$ cat config.mk
export PLATFORM = sky130hd
export DESIGN_NAME = seq_detect_param
export DESIGN_NICKNAME = d
export VERILOG_FILES = /design/src/rtl/seq_detect_param.sv
export SDC_FILE = /design/constraint.sdc
export NUM_CORES = 1
export LEC_CHECK = 0
export ABC_AREA = 1
export CAP_MARGIN = 5
export CORE_UTILIZATION = 40
export DETAILED_ROUTE_END_ITERATION = 12
export PLACE_DENSITY = 0.65
export SKIP_LAST_GASP = 1
export SLEW_MARGIN = 20
export SYNTH_ARGS = -nofsm -noshare
export SYNTH_HDL_FRONTEND = slang
export SYNTH_SLANG_ARGS = --single-unit
export TNS_END_PERCENT = 5
$ cat constraint.sdc
create_clock -name clk -period 3.5 [get_ports clk]
set_input_delay 0.7 -clock clk [delete_from_list [all_inputs] [get_ports clk]]
set_output_delay 0.7 -clock clk [all_outputs]
set_load 0.02 [all_outputs]
$ cat src/rtl/seq_detect_param.sv
// Parameterised serial pattern detector with a Mealy match flag, its registered
// copy, and a saturating match counter. Overlap mode is selectable at run time.
module seq_detect_param #(
  parameter int             N       = 3,       // pattern length, legal range 2..16
  parameter logic [N-1:0]   PATTERN = 3'b101,  // bit N-1 oldest, bit 0 newest
  parameter int             CNT_W   = 8
) (
  input  logic             clk,
  input  logic             reset,
  input  logic             en,
  input  logic             x,
  input  logic             overlap,
  input  logic             clr_cnt,
  output logic             z,
  output logic             z_q,
  output logic [CNT_W-1:0] match_cnt
);

  localparam int             FW       = $clog2(N);
  localparam logic [FW-1:0]  FILL_MAX = FW'(N - 1);

  logic [N-2:0]     hist, hist_nxt;
  logic [FW-1:0]    fill, fill_nxt;
  logic [CNT_W-1:0] cnt_nxt;
  logic [N-1:0]     win;
  logic             match;

  // Candidate window: stored history plus the bit arriving this cycle.
  assign win = {hist, x};

  always_ff @(posedge clk) begin
    if (!reset) begin
      hist      <= '0;
      fill      <= '0;
      z_q       <= 1'b0;
      match_cnt <= '0;
    end else begin
      hist      <= hist_nxt;
      fill      <= fill_nxt;
      z_q       <= z;
      match_cnt <= cnt_nxt;
    end
  end

  always_comb begin
    hist_nxt = hist;
    fill_nxt = fill;
    cnt_nxt  = match_cnt;
    if (en) begin
      hist_nxt = win[N-2:0];
      // Non-overlap restarts the window; otherwise fill climbs and parks at N-1.
      if (match && !overlap)
        fill_nxt = '0;
      else if (fill != FILL_MAX)
        fill_nxt = fill + FW'(1);
      // Clear is an accepted-cycle action and wins over a coincident match.
      if (clr_cnt)
        cnt_nxt = '0;
      else if (match && (match_cnt != {CNT_W{1'b1}}))
        cnt_nxt = match_cnt + CNT_W'(1);
    end
  end

  always_comb begin
    match = en && reset && (fill == FILL_MAX) && (win == PATTERN);
    z     = match;
  end

endmodule

After elaboration in Yosys (flattened, before gate mapping)
Index checks and enable logic that the tools add are counted.

cells by class
  add/subtract/negate cells = 2
  equal/unequal tests = 4
  mux-type cells = 4
  reduce and logical (&&, ||, !) cells = 10

operators by type and width
  cell                                                           number
  8-bit two-way mux                                              2
  8-bit by 1-bit adder with 8-bit output, second input constant  1
  8-bit != test, second input constant                           1
  1-bit logical AND                                              5
  2-bit two-way mux                                              2
  2-bit AND reduction                                            2
  2-bit nonzero test                                             2
  3-bit equality test, second input constant                     1
  2-bit by 1-bit adder with 2-bit output, second input constant  1
  2-bit equality test, second input constant                     1
  2-bit != test, second input constant                           1
  1-bit logical NOT                                              1

word-level totals
  register bits after elaboration = 13
  bits of input ports = 6
  output and inout bits = 10
  word-level logic and storage cells = 24

Logic depth before layout (Yosys ltp)
  word-level depth = 6
  gate-level depth with buffers = 10
  mapped depth without buffers = 10

Least setup slack after synthesis
Ideal clock, no wire load.

  path type = in2out
  start = in en
  end = out z
  arrival = 1.134 ns
  required time = 2.800 ns
  slack = 1.666 ns
  cell stages on the path = 3
  buffers on the path = 1
  cell sequence = buf_4 -> nand3_2 -> nor2_4

on the way
  longest elaborated chain between the ends = 3

ends and longest elaborated chain
  element                         line  text
  start: declaration              10    input logic en,
  1-bit logical AND (3 in a row)  65    match = en && reset && (fill == FILL_MAX) && (win == PATTERN);
  end: declaration                14    output logic z,

Every way passes these cells.

Final worst setup path
  start = in reset
  end = out z

on the way
  longest elaborated chain between the ends = 3

ends and longest elaborated chain
  element                         line  text
  start: declaration              9     input logic reset,
  1-bit logical AND (3 in a row)  65

Every way passes these cells.

==> flow_summary_export.csv <==
group,metric,value,unit
grt,grt_pass1_vias,622,
synth,yosys_warnings,0,
clock_tree,post_cts_buffers,0,
synth,ys.flop_type,"dfxtp_1",
sta,min_period_over_period,0.837,
synth,synthesis.area,754,sq um
cells_and_area,finalCoreUtilization,0.549,
die,fp.dieW,45.4,microns
cells_and_area,multi_input_area,423,sq um
critical_path,cp.arrival,2230,ps
power_and_ir_drop,vdd_drop_max,0.272,mV
die,start_util,0.432,
synth,synth_top_area_frac,0.345,
synth,synth_edf_count,0,
critical_path,worstPathCellList,"clkdlybuf4s50_1 > nand3_2 > nor2_4 > clkdlybuf4s50_1",
critical_path,crit_family,"buffers and inverters",
synth,yosysSeqAreaShare,0.345,
sta,whs,463,ps
sta,period_needed,2930,ps
critical_path,cpMostUsedCell,"clkdlybuf4s50_1",
critical_path,max_stage_delay,620,ps
min_path,hp-class,"reg -> reg",
route,drc,0,
critical_path,required,2800,ps
synth,synthCells,120,
route,wire_per_inst,9.72,microns
critical_path,worst-setup-path-type,"in -> out",
route,firstDrtPassIters,4,
clock_tree,cts_max_path_buffers,2,
die,io_pins,16,
die,core_region_area,0.00175,sq mm
clock_tree,h-tree-depth,1,
synth,synth_cell_types,18,
power_and_ir_drop,p_leak,0.410,nW
clock_tree,clock_latency,270,ps
synth,synth_commonest_cells,"34 x nand2_1, 21 x nor2_1, 15 x inv_1",
critical_path,endpoint_kind,"primary output",
grt,grt_first_pass_wirelength,2.55,mm
cells_and_area,final_net_count,147,
sta,clock.fmax,0.341,GHz
place,dp_hpwl,1.22,mm
sta,tns,0,ps
cells_and_area,fillers,204,
route,vias,782,
sta,skew,2.94,ps
cells_and_area,seq_area,260,sq um
route,wirelength,1.59,mm
synth,synth.largest_area_cell,"dfxtp_1",
sta,worst_slack,571,ps
power_and_ir_drop,finalPower,0.307,mW
clock_tree,cts.sinks,13,
status,status,"complete, no violations",
sta,tightest_slew,264,ps
synth,syn_area_per_cell,6.29,sq um
grt,grt_usage,0.178,
die,die_h,45.4,microns
synth,yosys.cell_count.top_type,"nand2_1",
place,place.gp.congestion,0.842,
sta,final-setup-viol-count,0,
cells_and_area,syn_to_final_growth,27.0,%
synth,ys_seq_elements,13,
cells_and_area,drive_above_1_share,0.0725,
sta,finalHoldViolations,0,
synth,async_flop_share,0,
grt,grt-ovfl-total,0,
route,detail-route-antenna-nets,0,
place,portBuffers,15,
place,dp_slack,565,ps
clock_tree,clkTransAtPathRegs,80,ps
clock_tree,cts_tree,"built",
sta,rsz0062_at_grt,"false",
clock_tree,ctsHoldBuffers,0,
clock_tree,cts_resized,0,
critical_path,path_max_fanout,7,
critical_path,cp_num_buf_inv,2,
grt,grt_max_degree,18,
die,die_area,0.00206,sq mm
route,drt-initial-drc-count,8,
run,maxCapViolations,0,
sta,slew-limit-headroom,0.823,
clock_tree,tritoncts.num_buffers,3,
critical_path,slowest_stage,"clkdlybuf4s50_1",
clock_tree,root_buffer,"clkbuf_4",
synth,syn-num-nets,128,
cells_and_area,antenna_cells,0,
synth,synth_area_leaders,"dfxtp_1 34%, nand2_1 17%, nor2_1 10%",
sta,maxSlewViolCount,0,
grt,antenna_found_initial,0,
die,fp-row-count,15,
power_and_ir_drop,powerDensity,320,mW/mm^2
critical_path,cp-start-kind,"input pin",
route,routed_via_density,4.80,
-- state kept, by name, summed over array words and instances, names as in the netlist --
register	cells
match_cnt	8
hist	2
fill	2
z_q	1
-- placed cells by master (no fill, tap or decap), types with 2 or more instances in the layout --
cell,count
nand2_1,34
a21oi_1,10
nand3_1,11
clkbuf_4,3
dfxtp_1,13
inv_1,15
nand4_1,3
clkdlybuf4s50_1,15
ha_1,2
nand2_4,2
nor2_1,21
-- tightest hold or removal path, delay by kind of cell (launching register included) --
family	cells	cell delay (ps)
DFF	1	310
and+or+nand+nor	1	60
AOI/OAI and AO/OA	1	50
-- cell families after synthesis --
logic type,share of synthesized area
buf+inv,0.0945
flops,0.345
compound gates,0.0829
fa+ha+maj,0.0332
simple gates,0.444
-- routing by layer --
layer	vias to the layer above	routed length, microns	track usage
met3	4	47	0.0238
met1	345	731	0.223
met2	15	774	0.277
li1	418	-	-
met4	0	32	0.127
met5	-	0	0
-- through the flow --
stage	instances	instance area, sq um
2_1_floorplan	120	754
3_3_place_gp	159	932
5_1_grt	163	958
4_1_cts	163	958
3_5_place_dp	159	932
6_report	163	958
-- path summary, 6_finish.rpt --
kind,from,endpoint,slack (ps),depth (start not counted)
hold reg to reg,fill[0],fill[0],460,2
setup reg to reg,match_cnt[1],match_cnt[5],2010,10
hold / removal,fill[0],fill[0],460,2
setup / recovery,reset,z,570,4
-- power by group --
| group | internal (mW) | leakage, nW | switching (mW) |
|---|---|---|---|
| Sequential | 0.155 | 0.106 | 0.00568 |
| Combinational | 0.0237 | 0.288 | 0.0314 |
| Clock | 0.0442 | 0.0150 | 0.0470 |
-- area by class of cell --
cell class,instances,share of cell area
clock buffers,4,0.0274
inverters,16,0.0627
multi-input cells,89,0.441
flip-flops and latches,13,0.272
well taps,25,0.0326
repair buffers,16,0.164
Note: power is estimated with default switching activity, not from simulation.
